[src/rtl/sp_ram_march_pkg.sv]
// sp_ram_march_pkg
//   Shared types and per-element lookups for the March C- RAM self-test
//   initiator (sp_ram_march).
//   - state_t : FSM states, one per March element plus IDLE and DRAIN
//   - phase_t : read/write sub-step inside the (r, w) elements M1..M4
//   - BG0/BG1 : background bit patterns; the top replicates them to the
//               data width so the package stays width-independent.
//   - elem_*  : per-element direction, expected read pattern, write
//               pattern and successor element.
package sp_ram_march_pkg;

    typedef enum logic [2:0] {
        IDLE  = 3'd0,
        M0    = 3'd1,
        M1    = 3'd2,
        M2    = 3'd3,
        M3    = 3'd4,
        M4    = 3'd5,
        M5    = 3'd6,
        DRAIN = 3'd7
    } state_t;

    typedef enum logic {
        RD = 1'b0,
        WR = 1'b1
    } phase_t;

    // Replicated to DATA_WIDTH: BG0 -> '0, BG1 -> '1.
    localparam logic BG0 = 1'b0;
    localparam logic BG1 = 1'b1;

    // Descending address order (WORDS-1 down to 0).
    function automatic logic elem_desc(state_t s);
        return (s == M3) || (s == M4);
    endfunction

    // Pattern a read of this element must return.
    function automatic logic elem_rd_bg(state_t s);
        return ((s == M2) || (s == M4)) ? BG1 : BG0;
    endfunction

    // Pattern this element writes.
    function automatic logic elem_wr_bg(state_t s);
        return ((s == M1) || (s == M3)) ? BG1 : BG0;
    endfunction

    // Elements made of a read followed by a write to the same word.
    function automatic logic elem_is_rw(state_t s);
        return (s == M1) || (s == M2) || (s == M3) || (s == M4);
    endfunction

    function automatic state_t elem_next(state_t s);
        case (s)
            M0:      return M1;
            M1:      return M2;
            M2:      return M3;
            M3:      return M4;
            M4:      return M5;
            M5:      return DRAIN;
            default: return IDLE;
        endcase
    endfunction

endpackage

[src/rtl/sp_ram_march.sv]
// sp_ram_march
//   March C- built-in self-test initiator for the single-port RAM wrapper.
//   Runs {w0 up; (r0,w1) up; (r1,w0) up; (r0,w1) down; (r1,w0) down; r0 up}
//   over every word and reports pass/fail plus the first failing address.
//
//   Optional build macro: SP_RAM_MARCH_ABORT_EN
//     defined   : first mismatch sends the FSM straight to IDLE (done+fail).
//     undefined : always runs to completion; run length is fault-independent.
//
//   Ports
//     clk, rstn_i        clock, async active-low reset
//     start_i            start request, sampled only in IDLE
//     busy_o             test running (selects this port in front of the core)
//     done_o, fail_o     sticky status since the last start
//     fail_addr_o        byte address of the first mismatch
//     ram_en_o .. be_o   request to the RAM wrapper
//     ram_rdata_i        read data, one cycle after the read request
//
//   state | meaning
//   IDLE  | waiting for start_i
//   M0    | ascending w0, one word per cycle
//   M1    | ascending (r0, w1)
//   M2    | ascending (r1, w0)
//   M3    | descending (r0, w1)
//   M4    | descending (r1, w0)
//   M5    | ascending r0, compare pipelined one cycle behind
//   DRAIN | no request; compares the final M5 read
module sp_ram_march
    import sp_ram_march_pkg::*;
#(
    parameter int RAM_SIZE   = 32768,
    parameter int ADDR_WIDTH = $clog2(RAM_SIZE),
    parameter int DATA_WIDTH = 32
) (
    input  logic                      clk,
    input  logic                      rstn_i,
    input  logic                      start_i,
    output logic                      busy_o,
    output logic                      done_o,
    output logic                      fail_o,
    output logic [ADDR_WIDTH-1:0]     fail_addr_o,
    output logic                      ram_en_o,
    output logic [ADDR_WIDTH-1:0]     ram_addr_o,
    output logic [DATA_WIDTH-1:0]     ram_wdata_o,
    output logic                      ram_we_o,
    output logic [DATA_WIDTH/8-1:0]   ram_be_o,
    input  logic [DATA_WIDTH-1:0]     ram_rdata_i
);

    localparam int WORDS = RAM_SIZE / 4;
    localparam int CW    = ADDR_WIDTH - 2;
    localparam logic [CW-1:0] CNT_LAST = CW'(WORDS - 1);

    state_t                  state_q, state_d;
    phase_t                  phase_q, phase_d;
    logic [CW-1:0]           cnt_q, cnt_d;
    logic                    done_q, done_d;
    logic                    fail_q, fail_d;
    logic [ADDR_WIDTH-1:0]   fail_addr_q, fail_addr_d;
    // M5 reads are checked one cycle later, so remember which word was read.
    logic                    cmp_valid_q, cmp_valid_d;
    logic [CW-1:0]           cmp_word_q, cmp_word_d;

    logic                    at_last;
    logic [CW-1:0]           cnt_step;
    logic [CW-1:0]           cnt_first_next;
    state_t                  elem_nxt;
    logic                    chk_rw;
    logic                    chk_m5;
    logic                    mismatch;
    logic [ADDR_WIDTH-1:0]   chk_addr;
    logic [DATA_WIDTH-1:0]   exp_word;

    always_ff @(posedge clk or negedge rstn_i) begin
        if (!rstn_i) begin
            state_q     <= IDLE;
            phase_q     <= RD;
            cnt_q       <= '0;
            done_q      <= 1'b0;
            fail_q      <= 1'b0;
            fail_addr_q <= '0;
            cmp_valid_q <= 1'b0;
            cmp_word_q  <= '0;
        end else begin
            state_q     <= state_d;
            phase_q     <= phase_d;
            cnt_q       <= cnt_d;
            done_q      <= done_d;
            fail_q      <= fail_d;
            fail_addr_q <= fail_addr_d;
            cmp_valid_q <= cmp_valid_d;
            cmp_word_q  <= cmp_word_d;
        end
    end

    // Compare: in the write cycle of M1..M4 the data returned is for the read
    // just issued to the same word; in M5/DRAIN it is the previous M5 read.
    always_comb begin
        chk_rw   = elem_is_rw(state_q) && (phase_q == WR);
        chk_m5   = ((state_q == M5) || (state_q == DRAIN)) && cmp_valid_q;
        exp_word = {DATA_WIDTH{elem_rd_bg(state_q)}};
        chk_addr = chk_rw ? {cnt_q, 2'b00} : {cmp_word_q, 2'b00};
        mismatch = (chk_rw || chk_m5) && (ram_rdata_i != exp_word);
    end

    always_comb begin
        state_d     = state_q;
        phase_d     = phase_q;
        cnt_d       = cnt_q;
        done_d      = done_q;
        fail_d      = fail_q;
        fail_addr_d = fail_addr_q;
        cmp_valid_d = (state_q == M5);
        cmp_word_d  = cnt_q;

        at_last        = elem_desc(state_q) ? (cnt_q == '0) : (cnt_q == CNT_LAST);
        cnt_step       = elem_desc(state_q) ? (cnt_q - CW'(1)) : (cnt_q + CW'(1));
        elem_nxt       = elem_next(state_q);
        cnt_first_next = elem_desc(elem_nxt) ? CNT_LAST : '0;

        case (state_q)
            IDLE: begin
                if (start_i) begin
                    state_d     = M0;
                    phase_d     = RD;
                    cnt_d       = '0;
                    done_d      = 1'b0;
                    fail_d      = 1'b0;
                    fail_addr_d = '0;
                end
            end
            M0, M5: begin
                if (at_last) begin
                    state_d = elem_nxt;
                    phase_d = RD;
                    cnt_d   = cnt_first_next;
                end else begin
                    cnt_d = cnt_step;
                end
            end
            M1, M2, M3, M4: begin
                if (phase_q == RD) begin
                    phase_d = WR;
                end else begin
                    phase_d = RD;
                    if (at_last) begin
                        state_d = elem_nxt;
                        cnt_d   = cnt_first_next;
                    end else begin
                        cnt_d = cnt_step;
                    end
                end
            end
            DRAIN: begin
                state_d = IDLE;
                done_d  = 1'b1;
            end
            default: state_d = IDLE;
        endcase

        if (mismatch && !fail_q) begin
            fail_d      = 1'b1;
            fail_addr_d = chk_addr;
        end

`ifdef SP_RAM_MARCH_ABORT_EN
        // Any mismatch here is the first one: the run stops on this edge.
        if (mismatch) begin
            state_d = IDLE;
            done_d  = 1'b1;
        end
`endif
    end

    // Request signals decode straight from state so an async reset drops
    // them without waiting for a clock edge.
    always_comb begin
        busy_o      = (state_q != IDLE);
        ram_en_o    = (state_q != IDLE) && (state_q != DRAIN);
        ram_we_o    = (state_q == M0) || (elem_is_rw(state_q) && (phase_q == WR));
        ram_addr_o  = {cnt_q, 2'b00};
        ram_wdata_o = ram_we_o ? {DATA_WIDTH{elem_wr_bg(state_q)}} : '0;
        ram_be_o    = {(DATA_WIDTH/8){ram_en_o}};
        done_o      = done_q;
        fail_o      = fail_q;
        fail_addr_o = fail_addr_q;
    end

endmodule

[config.mk]
export PLATFORM = sky130hd
export DESIGN_NAME = sp_ram_march
export DESIGN_NICKNAME = d
export VERILOG_FILES = /design/src/rtl/sp_ram_march_pkg.sv /design/src/rtl/sp_ram_march.sv
export SDC_FILE = /design/constraint.sdc
export NUM_CORES = 1
export LEC_CHECK = 0
export BUFFER_PORTS_ARGS = -buffer_cell sky130_fd_sc_hd__clkbuf_2
export CORE_ASPECT_RATIO = 1.4
export CORE_MARGIN = 2
export CORE_UTILIZATION = 42
export DETAILED_ROUTE_END_ITERATION = 8
export MAX_ROUTING_LAYER = met4
export PLACE_DENSITY = 0.72
export REMOVE_ABC_BUFFERS = 1
export SYNTH_ARGS = -nofsm -noshare
export SYNTH_HDL_FRONTEND = slang
export SYNTH_SLANG_ARGS = --single-unit
[constraint.sdc]
create_clock -name clk -period 3.5 [get_ports clk]
set_input_delay 0.7 -clock clk [delete_from_list [all_inputs] [get_ports clk]]
set_output_delay 0.7 -clock clk [all_outputs]
set_load 0.01 [all_outputs]
After elaboration in Yosys (flattened, before gate mapping):

Index checks and enable logic that the tools add are counted.

* output and inout bits: 71
* flip-flop bits (word level): 48

* eq/ne operators: 15
* multiplexer cells: 26
* add/subtract/negate cells: 2
* reductions and logical operators: 30

Operators with widths (number)
* 13-bit two-way mux: 5
* 15-bit two-way mux: 4
* 13-bit one-hot mux with 3 select lines: 1
* 32-bit two-way mux: 1
* 32-bit != test: 1
* 3-bit equality test (second input constant): 6
* 3-bit one-hot mux with 6 select lines: 1
* 13-bit by 1-bit adder with 13-bit output (second input constant): 1
* 13-bit equality test (second input constant): 1
* 13-bit logical NOT: 1
* 13-bit by 1-bit subtractor with 13-bit output (second input constant): 1
* 3-bit one-hot mux with 4 select lines: 1
* 1-bit logical OR: 10
* 3-bit two-way mux: 3
* 1-bit two-way mux: 8
* 3-bit by 2-bit equality test with 1-bit output (second input constant): 2
* 2-bit != test (second input constant): 3
* 2-bit AND reduction: 3
* 3-bit AND reduction: 2
* 2-bit nonzero test: 3
* 3-bit nonzero test: 2
* 1-bit logical AND: 5
* 4-bit OR reduction: 1
* 3-bit by 1-bit equality test with 1-bit output (second input constant): 1
* 6 further kinds: 6

Longest topological paths before layout:

Gate-level depths: netlist (run 1).

* word-level depth: 10
* gate-level depth with buffers: 11

Least setup slack after synthesis (run 1):

Ideal clock, no wire load.

* path kind: register -> output
* from: reg state_q[0]
* to: out ram_wdata_o[10]
* buffers on the path: 2
* cell stages (with the launch flop): 10
* setup slack: -257 ps
* arrival: 3057 ps
* cells stage by stage: dfrtp_1 inv_1 ha_1 o21a_4 inv_2 nand2_1 nand2_4 buf_1 a21oi_1 buf_4

* word-level cells in the longest chain between the ends: 7

RTL lines
* from (decl): RTL line sp_ram_march.sv:54 `state_t state_q, state_d;`
* from (signal assigned): RTL line sp_ram_march.sv:85 `state_q <= state_d;`
* 3-bit by 2-bit equality test with 1-bit output (on tied branches): RTL line sp_ram_march_pkg.sv:44, sp_ram_march_pkg.sv:49
* 1-bit logical OR (3 in series): RTL line sp_ram_march_pkg.sv:49 `return (s == M1) || (s == M2) || (s == M3) || (s == M4);`
* 1-bit logical AND: RTL line sp_ram_march.sv:180 `ram_we_o = (state_q == M0) || (elem_is_rw(state_q) && (phase_q == WR));`
* 1-bit logical OR: RTL line sp_ram_march.sv:180
* 32-bit two-way mux *: RTL line sp_ram_march.sv:182 `ram_wdata_o = ram_we_o ? {DATA_WIDTH{elem_wr_bg(state_q)}} : '0;`
* to (decl): RTL line sp_ram_march.sv:44 `output logic [DATA_WIDTH-1:0] ram_wdata_o,`

Mark *: on every way between the ends. The rest lies on a longest branch, timed or not.

Worst setup path in the final report (run 1):

* from: reg state_q[0]
* to: out ram_wdata_o[23]

Same word-level chain as after synthesis.

==> impl_summary.md, run 1 <==
Run status
The flow ran to the end, and the final reports show no timing, DRC or antenna violations.

Synth
Each instance of the synthesized netlist takes up on average 9.223 um^2. Of the post-synthesis cell area, the dominant cell type holds 0.3681. Yosys printed 0 warnings. The library cell with the largest summed area after synthesis is sky130_fd_sc_hd__dfrtp_1.

By area the synthesized netlist is led by sky130_fd_sc_hd__dfrtp_1 37%, sky130_fd_sc_hd__buf_4 10%, sky130_fd_sc_hd__mux2i_1 7.7%. The cell with the most instances after synthesis is sky130_fd_sc_hd__dfrtp_1. Ranked by instance count, the synthesized netlist is headed by 46 x sky130_fd_sc_hd__dfrtp_1, 42 x sky130_fd_sc_hd__buf_4, 37 x sky130_fd_sc_hd__nand2_1. The total standard cell area after synthesis is around 3100 um^2. After synthesis, the netlist uses 52 different library cells. After synthesis, the share of flip-flops with an asynchronous set or reset is 1.000.

For this run, the leading register cell type out of synthesis is sky130_fd_sc_hd__dfrtp_1. In this run, synthesis produced a sequential element count of 46. The number of standard cells after synthesis is about 340. The number of synthesized flops with an enable pin is 0. For this run, the register share of the synthesized area comes to 0.3681.

Final layout
Summing all multi-input logic gate instances after layout gives 1605 um^2. The filler cell count is between 700 and 800. Of the cells placed in the final design, the portion with a size suffix greater than 1 is 0.3094. The final antenna diode count is 0.

The final cell count without fillers is 501. The sequential cells in the finished layout cover a total of 1151 um^2. The area growth from synthesis to layout is 13.49%. The final layout net count is ~460.

Pwr
Internal power comes to 1.004 mW. Total power for the finished layout comes to 1.555 mW. The combinational group share of total power is 0.341. The power density relative to cell area is ~440 nW/um^2. The net switching power of the design is between 500 and 600 uW. The share of total power dissipated in the clock network is 0.255. Of the total power, the share spent switching nets is 0.3543.

The sequential fraction of design power is 0.404. The worst voltage drop across the vdd grid is 0.0002379 V. The leakage power of the design is 1.941 nW.

Place
The HPWL after detailed placement is 5362 um. The number of placed instances, taps included, is 494. The number of input and output port buffers inserted is 101. The last weighted congestion value of the routability-driven placer is approximately 0.84.

Clock tree
The clock passes through at most 2 buffers. The clock latency of the later-clocked register in the worst-skew pair is 0.29 ns. TritonCTS built the clock tree. The tree is rooted in a sky130_fd_sc_hd__clkbuf_8. The number of hold buffers added after cts is 0. The number of gates resized after cts is 0.

The buffers inserted during post-CTS setup optimization is 0. The TritonCTS buffer count is 5. The clock transition at the register clock pins on the worst setup and hold paths after CTS is about 0.08 ns. For this design, the sink count on the clock tree is 46. The number of H-tree branching levels is 2.

Global route
The first-pass GRT wire length is 11460 um. The number of antenna violations at the first check in global routing is 0. Across every metal layer, demand over resource in global routing totals 0.1741. The via count of the first global-routing pass came to 2470. The aggregate global routing overflow is 0. Entering global routing, the biggest net connects 47 pins.

Setup path
The startpoint identified for the worst register-to-register timing path is state_q[0]. The critical path goes through inv_1 > ha_1 > o21a_4 > inv_2 > nand2_1 > nand2_4 > a21oi_2 > buf_4 > clkbuf_2. STA puts the critical path data arrival time at ~2.4 ns. The top cell family by delay on the critical path is buffers and inverters. The delay of the slowest cell on the worst path is 0.42 ns. The kind of end point of the critical path is an output port. The worst setup path category is reg -> out. The count of buffer and inverter cells on the critical path is 4. The critical-path cell with the highest stage delay is sky130_fd_sc_hd__dfrtp_1.

Data on the critical path is required at its endpoint by roughly 2.8 ns. The critical path starts at state_q[0]. Across all register-to-register paths, the minimum setup slack is 0.54 ns. The element type at the critical path start is a flip-flop.

Along the worst path, the maximum fanout reaches 32.

Floorplanning
In this run the horizontal extent of the chip is between 70 and 80 um. 106 I/O pins were placed. The core area is 7268 um^2. The die covers 8160 um^2. The initial utilization of the core area, before any placement, comes to 0.4302. The floorplan die height is 106.1 um.

The floorplan has 37 rows.

Drt
The count of routing violations after the opening detailed-route iteration is 205. The number of routed nets with antenna violations is 0. The first detailed-routing pass ran for 4 iterations.

The ratio of routed vias to standard cells is 5.255. The DRC violation count after routing is 0. The total number of vias is approximately 2600. The detail-routed net length per standard cell is 13.69 um. The routed wire length is 6857 um.

Timing
The remaining max-slew budget at the tightest pin is 0.2625. The final cycle utilization of the critical path is 0.8733. The actual transition at the worst max-transition pin is around 1.1 ns. The timing-limited maximum frequency is 0.3272 GHz. The final setup TNS is 0 ns. The number of pins with negative max-slew slack in the final report was 0. The clock skew is 0.005311 ns.

The clock period could shrink to 3.056 ns. The number of hold violations in the final report is 0. The number of failing setup endpoints in the final timing report is 0. Setup repair after global routing left no endpoint under its margin.

Flow run
The number of max-capacitance violations reported is 0.

Min path
In this run the most critical hold path is launched from fail_o. The classification of the worst-slack hold path is reg -> reg.
-- registers in the layout (all words and copies together), names as in the netlist --
register,flops
done_o,1
cmp_valid_q,1
cmp_word_d,13
state_q,3
cmp_word_q,13
fail_o,1
phase_q,1
fail_addr_o,13
-- layout make-up --
class | count | area share
clock buffer | 6 | 0.02327
timing repair buffer | 103 | 0.1467
sequential | 46 | 0.3244
multi-input combinational | 238 | 0.4524
tap | 97 | 0.03420
inverter | 10 | 0.01058
clock inverter | 1 | 0.008463
-- per-layer routing --
metal | wire length [um] | global-route usage | up-vias
li1 | - | - | 1306
met1 | 2880 | 0.2089 | 1254
met5 | 0 | - | -
met2 | 3589 | 0.3020 | 62
met3 | 251 | 0.01528 | 11
met4 | 136 | 0.06883 | 0
-- final timing paths --
check / to / cells past startpoint
min in group asynchronous: cmp_word_q[10] / 1
max: ram_wdata_o[23] / 9
max in group asynchronous: state_q[2] / 1
min: fail_o / 2
max reg2reg: cmp_word_d[12] / 11
min reg2reg: fail_o / 2
-- per-stage QoR --
stage | worst slack (ns) | utilization | hold slack (ns) | area, um^2
4_1_cts | 0.4293 | 0.4882 | 0.5074 | 3548
2_1_floorplan | -2.965 | - | 0.4044 | 2790
6_report | 0.4436 | 0.4882 | 0.5108 | 3548
3_3_place_gp | 0.7236 | 0.4727 | 0.4875 | 3436
5_1_grt | 0.2615 | 0.4882 | 0.5251 | 3548
3_5_place_dp | 0.6000 | 0.4727 | 0.4884 | 3436
-- logic make-up after synthesis --
family	Yosys count	share of synthesized area
compound gates	74	0.1489
xor+xnor	4	0.01121
fa+ha+maj	16	0.06643
buf+inv	58	0.1232
flops	46	0.3681
mux	28	0.09243
other cells	1	0.001199
simple gates	112	0.1885
-- worst reg2reg max path, cell delays in order (launching register included) --
cell and delay (ns):
sky130_fd_sc_hd__dfrtp_1 0.42, sky130_fd_sc_hd__inv_1 0.09, sky130_fd_sc_hd__ha_1 0.28, sky130_fd_sc_hd__o21a_4 0.27
sky130_fd_sc_hd__inv_2 0.09, sky130_fd_sc_hd__fa_1 0.40, sky130_fd_sc_hd__nand2b_1 0.18, sky130_fd_sc_hd__a21o_1 0.20
sky130_fd_sc_hd__a211oi_1 0.30, sky130_fd_sc_hd__o21ai_0 0.17, sky130_fd_sc_hd__and3_1 0.18, sky130_fd_sc_hd__a2111oi_2 0.27
-- cell usage in the layout (no fill, tap or decap), drive strengths merged, types with 4 or more instances in the layout --
master / synthesis / final
nor2: 16 / 16
nor4: 12 / 12
a21o: 7 / 7
nor2b: 4 / 4
mux2i: 24 / 24
dfrtp: 46 / 46
nand4: 12 / 12
nand2b: 5 / 5
o21ai: 24 / 24
nand2: 38 / 38
nor3: 8 / 8
clkbuf: 2 / 107
ha: 15 / 15
inv: 10 / 10
a21oi: 24 / 24
conb: 1 / 4
or3: 6 / 6
mux2: 4 / 4
-- power by group through the flow --
stage | Clock (mW) | Combinational [mW] | Sequential [mW]
5_1_grt | 0.431 | 0.595 | 0.634
3_3_place_gp | 0 | 0.514 | 0.633
4_1_cts | 0.405 | 0.534 | 0.627
2_1_floorplan | 0 | 0.328 | 0.629
6_report | 0.396 | 0.531 | 0.628
3_5_place_dp | 0 | 0.528 | 0.639
Note: power is estimated with default switching activity, not from simulation.
==> run 2, diff against run 1 <==
==> constraint.sdc (replaced) <==
create_clock -name clk -period 2.7 [get_ports clk]
set_input_delay 0.54 -clock clk [delete_from_list [all_inputs] [get_ports clk]]
set_output_delay 0.54 -clock clk [all_outputs]
set_load 0.01 [all_outputs]
==> impl_summary.md, run 2 (synthesized netlist as in run 1, its figures left out) <==
Floorplanning
The die covers 8160 um^2. The starting utilization of the core area is 0.4302. The floorplan has 37 rows. The number of primary I/O pins is 106. The die outline width is roughly 77 um. Measured along the y axis, the die boundary spans 106.1 um. The core area is 7268 um^2.

Clock tree
TritonCTS built the clock tree. After clock tree synthesis, the clock-pin slew on the worst setup and hold paths is approximately 0.080 ns. CTS placed an instance of sky130_fd_sc_hd__clkbuf_8 at the clock tree root. The TritonCTS buffer count is 5. The H-tree was split into 2 levels. The count of clock tree sinks is 46. Clock latency on the worst-skew pair, taken at its later pin, is 0.29 ns.

The clock passes through at most 2 buffers.

Setup path
The termination of the worst setup path is cmp_word_d[11]. In this design, the largest share of critical-path delay is due to compound AO/OA/AOI/OAI gates. The critical path crosses 10 cells after its start point. The critical-path cell with the highest stage delay is sky130_fd_sc_hd__mux2_2. In this run the critical register-to-register path is launched from state_q[1].

The first element of the critical path is state_q[1]. The register-to-register path setup slack is 0.06 ns. The kind of end point of the critical path is a flip-flop. The setup path with the least slack is of type reg -> reg.

The worst register-to-register path has a depth of 10. Traced cell by cell, the critical path runs through inv_1 > ha_2 > o21a_4 > ha_4 > a21o_1 > and4_4 > o21a_1 > o41ai_2 > mux2_2 > nor3_2. The worst endpoint data arrival time is between 2 and 3 ns.

The critical register-to-register path endpoint is cmp_word_d[11]. Counting both buffers and inverters, the worst setup path holds a total of 1. The worst setup path is launched from a flip-flop. For this run, the slowest stage of the critical path takes 0.39 ns.

The data required time of the worst path is 2.92 ns. The maximum net fanout on the critical path is 5.

Timing
Subtracting the final worst setup slack from the clock period gives 2.638 ns. The number of pins with negative max-slew slack in the final report came to 0. The number of hold violations in the final report is 0. Setup repair after global routing could not meet its margin everywhere. Hold is met by 0.1634 ns. The timing-limited maximum frequency is 0.3790 GHz.

Setup violations remaining at the end of the flow were counted as 0. The clock skew is between 0.003 and 0.004 ns. The final setup TNS is 0 ns. Dividing the final minimum period by the clock period gives 0.9771.

Drt
The iteration count of the initial detailed-routing pass is 4. The number of routed nets with antenna violations is 0. The final layout contains routed wiring with a total length of 7357 um. Summing over every cut layer, the via total after detailed routing is 2690.

Dividing the detail-routed wire length by the instance count gives approximately 14 um. The highest layer touched by signal routing is met4. After detailed routing, the met2 layer carries between 3000 and 4000 um of wire.

The met3 wirelength from detailed routing is between 200 and 250 um. In the routed layout, each cell is associated on average with a via count of 5.134. The DRC violation count after routing is 0. The wire length the detailed router placed on met1 is 3019 um. After the first detailed-routing iteration, the DRC count stood at 136.

Run status
The flow ran to the end, and the final reports show no timing, DRC or antenna violations.

Final layout
The net count of the finished layout is 477. The layout overhead on the synthesized area is 22.97%. The share of cells above drive strength 1 is 0.3841. Excluding fillers, the count of instances in the completed layout stands at 524.

In the layout the commonest cells are 101 x sky130_fd_sc_hd__clkbuf_2, 46 x sky130_fd_sc_hd__dfrtp_1, 37 x sky130_fd_sc_hd__nand2_1. The final antenna diode count is 0. The most common library cell in the layout ignoring fill and taps is sky130_fd_sc_hd__clkbuf_2.

Global route
The largest net degree at the start of global routing is 33. The aggregate global-route resource usage is 0.1819. The number of antenna violations at the first check in global routing came to 0.

The via count of the first global-routing pass is 2567. The first-pass GRT wire length is 11810 um. The aggregate global routing overflow is 0.

Flow run
Across the run, the number of max-cap violations was 0.

Place
The cell total after placement is 512. The last weighted congestion value of the routability-driven placer is 0.8287. Input and output buffers added on the ports amount to 101. The HPWL after detailed placement is roughly 5600 um.

Pwr
The leakage power of the design is 2.058 nW. The worst voltage drop across the vdd grid is 0.0002155 V. The power density relative to cell area is 523.4 nW/um^2.

Min path
The worst hold path belongs to the class in -> async.
-- run 2: cell count changes in the layout (fill, tap and decap cells not counted), moves of 2 or more --
cell / previous run / this run
sky130_fd_sc_hd__buf_4: 2 / 21
sky130_fd_sc_hd__ha_1: 15 / 8
sky130_fd_sc_hd__ha_4: 0 / 5
sky130_fd_sc_hd__a211oi_1: 2 / 0
sky130_fd_sc_hd__a211oi_2: 0 / 2
sky130_fd_sc_hd__a21oi_1: 23 / 21
sky130_fd_sc_hd__ha_2: 0 / 2
-- run 2: worst min-delay path by stage --
stage           start             end  slack (ns)  depth (start not counted)
6_report       rstn_i  cmp_word_d[10]        0.16                          1
5_1_grt        rstn_i  cmp_word_q[10]        0.19                          1
4_1_cts        rstn_i  cmp_word_d[10]        0.17                          1
3_5_place_dp   rstn_i  cmp_word_q[10]        0.49                          1
3_3_place_gp   rstn_i   cmp_word_d[9]        0.48                          1
2_1_floorplan  rstn_i     cmp_valid_q        0.24                          0
-- run 2: report_power, final --
group / internal [mW] / total, mW / switching, mW / leakage, nW
registers: 0.745 / 0.811 / 0.0661 / 0.634
logic: 0.332 / 0.785 / 0.453 / 1.38
clock network: 0.206 / 0.416 / 0.210 / 0.0482
total: 1.28 / 2.01 / 0.729 / 2.06
-- run 2: area by class of cell --
class	instances	area, um^2
Clock buffer	7	86.33
Fill cell	666	3423
Tap cell	97	121.4
Multi-Input combinational cell	239	1740
Sequential cell	46	1151
Timing Repair Buffer	124	703.2
Clock inverter	1	5.005
Inverter	10	37.54
-- run 2: worst register-to-register path, cell delays in order (launching register included) --
cell and delay [ns]:
sky130_fd_sc_hd__dfrtp_1 0.38, sky130_fd_sc_hd__inv_1 0.12, sky130_fd_sc_hd__ha_2 0.24, sky130_fd_sc_hd__o21a_4 0.20
sky130_fd_sc_hd__ha_4 0.21, sky130_fd_sc_hd__a21o_1 0.17, sky130_fd_sc_hd__and4_4 0.20, sky130_fd_sc_hd__o21a_1 0.22
sky130_fd_sc_hd__o41ai_2 0.33, sky130_fd_sc_hd__mux2_2 0.39, sky130_fd_sc_hd__nor3_2 0.10
-- run 2: timing repair --
| action | CTS | global route |
|---|---|---|
| setup endpoints to repair | 34 | 36 |
| cloned | 1 | 1 |
| resized for setup | 8 | 16 |
| pin swaps | 2 | 14 |
| setup buffers | 1 | 1 |
| hold buffers | 0 | 0 |
-- run 2: metal layers --
| metal | vias up | GRT usage |
|---|---|---|
| met3 | 7 | 0.02122 |
| met4 | 0 | 0.06883 |
| met2 | 61 | 0.3302 |
| met1 | 1268 | 0.2034 |
| li1 | 1354 | - |
| met5 | - | - |
-- run 2: stage by stage --
step	instance area (um^2)	setup WS (ns)	util	power [mW]
finish	3845	0.06177	0.5290	2.013
global route	3845	-0.03810	0.5290	2.155
CTS	3725	0.01523	0.5125	2.003
detailed placement	3571	-0.08676	0.4913	1.544
global placement	3571	0.00009392	0.4913	1.523
floorplan	2790	-3.605	-	1.241
==> run 3, diff against run 2 <==
--- a/config.mk
+++ b/config.mk
@@ -9,6 +9,7 @@
 export CORE_ASPECT_RATIO = 1.4
 export CORE_MARGIN = 2
 export CORE_UTILIZATION = 42
+export CTS_BUF_LIST = sky130_fd_sc_hd__clkbuf_8 sky130_fd_sc_hd__clkbuf_16
 export DETAILED_ROUTE_END_ITERATION = 8
 export MAX_ROUTING_LAYER = met4
 export PLACE_DENSITY = 0.72
==> impl_summary.md, run 3 (synthesized netlist as in run 1, its figures left out) <==
Timing
The number of failing setup endpoints in the final timing report is 0. The number of hold violations in the final report came to 0. Of the available clock period, the critical path in the final layout requires 0.9787. Timing would allow up to around 0.38 GHz. The clock skew is 0.004076 ns.

The tightest hold path in the finished design has a slack of 0.1631 ns. The shortest period the worst path allows is 2.643 ns. Setup repair after global routing could not meet its margin everywhere.

The number of pins with negative max-slew slack in the final report is 0.

Setup path
The worst endpoint data arrival time is 2.86 ns. Walking the worst path, the cells encountered are inv_1 > ha_2 > o21a_4 > ha_4 > a21o_1 > and4_4 > o21a_1 > o41ai_2 > mux2_2 > nor3_2. The worst setup path is captured at a flip-flop. The worst setup path is of the reg -> reg kind. The largest single stage delay on the critical path is between 0.3 and 0.4 ns. The critical-path cell with the highest stage delay is sky130_fd_sc_hd__mux2_2.

STA puts the critical path data required time at 2.92 ns. The element type at the critical path start is a flip-flop. The maximum net fanout on the critical path is 5.

Place
The number of input and output port buffers inserted is 101. At the end of routability-driven placement, the weighted congestion stood at 0.8287. The placed instances occupy a cell area of 3571 um^2. Summed over all nets, the half-perimeter wirelength after detailed placement is about 5600 um.

Floorplanning
The row count is 37. The die is ~77 um wide. The number of primary I/O pins is 106. The floorplan step set the die height to 106.1 um.

The die outline area is 8160 um^2. The starting utilization of the core area is 0.4302. The total area inside the core boundary comes to 7268 um^2.

Drt
The first detailed-routing pass ran for 4 iterations. The routed design has approximately 7400 um of wire. The detail-routed net length per standard cell is roughly 14 um. Detailed routing inserted a total of 2695 vias. For this block, the initial DRC count from the detailed router was 133. In the routed design, unresolved DRC markers number 0. After detailed routing, the number of vias per cell comes to 5.143. The detail route stage leaves a number of antenna-violating nets equal to 0.

Pwr
The net switching power of the design is roughly 730 uW. The share of total power dissipated in combinational logic is 0.391. Dividing total power by cell area gives a power density of 522.9 nW/um^2. The total internal power is 1.280 mW.

The portion of total power attributed to the clock network is 0.206. The sequential fraction of design power is 0.403. Of the total power, the share spent switching nets is 0.3635. The leakage power of the design is 2.062 nW. VDD sags by at most 0.0002158 V.

Final layout
The layout overhead on the synthesized area is 22.97%. 0 antenna diodes ended up in the layout. The multi-input gate area in the final layout is 1740 um^2. The filler cell count is about 670. The library cell used most frequently in the layout, excluding fill and tap cells, is sky130_fd_sc_hd__clkbuf_2. The net count of the finished layout is about 480.

The finished cells cover 3845 um^2. The sequential cells in the finished layout cover a total of between 1000 and 1500 um^2. Of the cells placed in the final design, the portion with a size suffix greater than 1 is 0.3841. The top cell types in the final layout, fill and taps aside, are 101 x sky130_fd_sc_hd__clkbuf_2, 46 x sky130_fd_sc_hd__dfrtp_1, 37 x sky130_fd_sc_hd__nand2_1. The utilization of the core after routing is 0.5290.

Global route
The via count of the first global-routing pass is 2567. The aggregate global-route resource usage is 0.1819. The first global-routing pass estimated 11810 um of wire. The aggregate global routing overflow is 0.

The number of antenna violations at the first check in global routing came to 0. Entering global routing, the biggest net connects 33 pins.

Clock tree
The clock tree from TritonCTS is done. The root buffer cell chosen for the clock tree is sky130_fd_sc_hd__clkbuf_8. In this run, CTS created clock tree buffers numbering 5.

At the later pin of the worst-skew pair, clock insertion delay measures a little under 0.3 ns. Clock tree synthesis found a total of 46 sinks. The number of H-tree branching levels is 2. The number of hold buffers added after cts is 0. The clock transition at the register clock pins on the worst setup and hold paths after CTS is 0.08 ns. The maximum number of buffers from clock root to sink is 2.

Run status
The run finished with clean final reports.

Min path
In this run the worst hold path is classified as in -> async.

Flow run
Across the run, the number of max-cap violations was 0.
==> run 3: cell count changes in the layout (fill, tap and decap cells not counted) <==
cell                       delta
sky130_fd_sc_hd__clkbuf_1     -1
sky130_fd_sc_hd__inv_1        +1
==> run 3: cell type report <==
type | count | area share
timing repair buffer | 124 | 0.1829
tap | 97 | 0.03157
inverter | 10 | 0.009762
multi-input combinational | 239 | 0.4527
clock inverter | 2 | 0.002278
sequential | 46 | 0.2994
clock buffer | 6 | 0.02148
==> run 3: worst max-delay path, delay by kind of cell, from the launching register on <==
kind | cells | cell delay (ns)
AO/OA/AOI/OAI | 4 | 0.93
buffers and inverters | 1 | 0.12
flip-flops | 1 | 0.38
AND/OR/NAND/NOR | 2 | 0.30
multiplexers | 1 | 0.39
adder cells (fa/ha/maj) | 2 | 0.45
==> run 3: timing repair <==
action	CTS	global route
pin swaps	2	14
setup buffers	1	1
setup endpoints to repair	34	36
gates resized for setup	8	16
cloned	1	1
==> run 3: power groups by stage <==
stage               combinational (mW)  sequential, mW  clock [mW]
global placement                 0.706           0.817           0
finish                           0.787           0.811       0.413
floorplan                        0.425           0.816           0
detailed placement               0.721           0.823           0
CTS                              0.765           0.808       0.426
global route                     0.879           0.821       0.451
==> run 3: final timing paths <==
check                            from             end  cells past startpoint  slack, ns
hold reg to reg                fail_o          fail_o                      2       0.51
min in group clk               fail_o          fail_o                      2       0.51
hold / removal                 rstn_i  cmp_word_d[10]                      1       0.16
setup reg to reg           state_q[1]  cmp_word_d[11]                     10       0.06
setup / recovery           state_q[1]  cmp_word_d[11]                     10       0.06
max in group asynchronous      rstn_i   cmp_word_d[2]                      2       1.97
==> run 3: metal layers <==
layer / track usage / wire [um] / vias up
li1: - / - / 1354
met5: - / 0 / -
met2: 0.3302 / 3973 / 63
met1: 0.2034 / 3026 / 1271
met4: 0.06883 / 122 / 0
met3: 0.02122 / 238 / 7
==> run 3: metrics by stage <==
stage / instances / worst slack, ns / setup TNS [ns] / power [mW]
2_1_floorplan: 294 / -3.605 / -115.35 / 1.241
3_3_place_gp: 512 / 0.00009392 / 0 / 1.523
3_5_place_dp: 512 / -0.08676 / -0.1406 / 1.544
4_1_cts: 522 / 0.01523 / 0 / 1.999
5_1_grt: 524 / -0.03810 / -0.1290 / 2.151
6_report: 524 / 0.05741 / 0 / 2.011
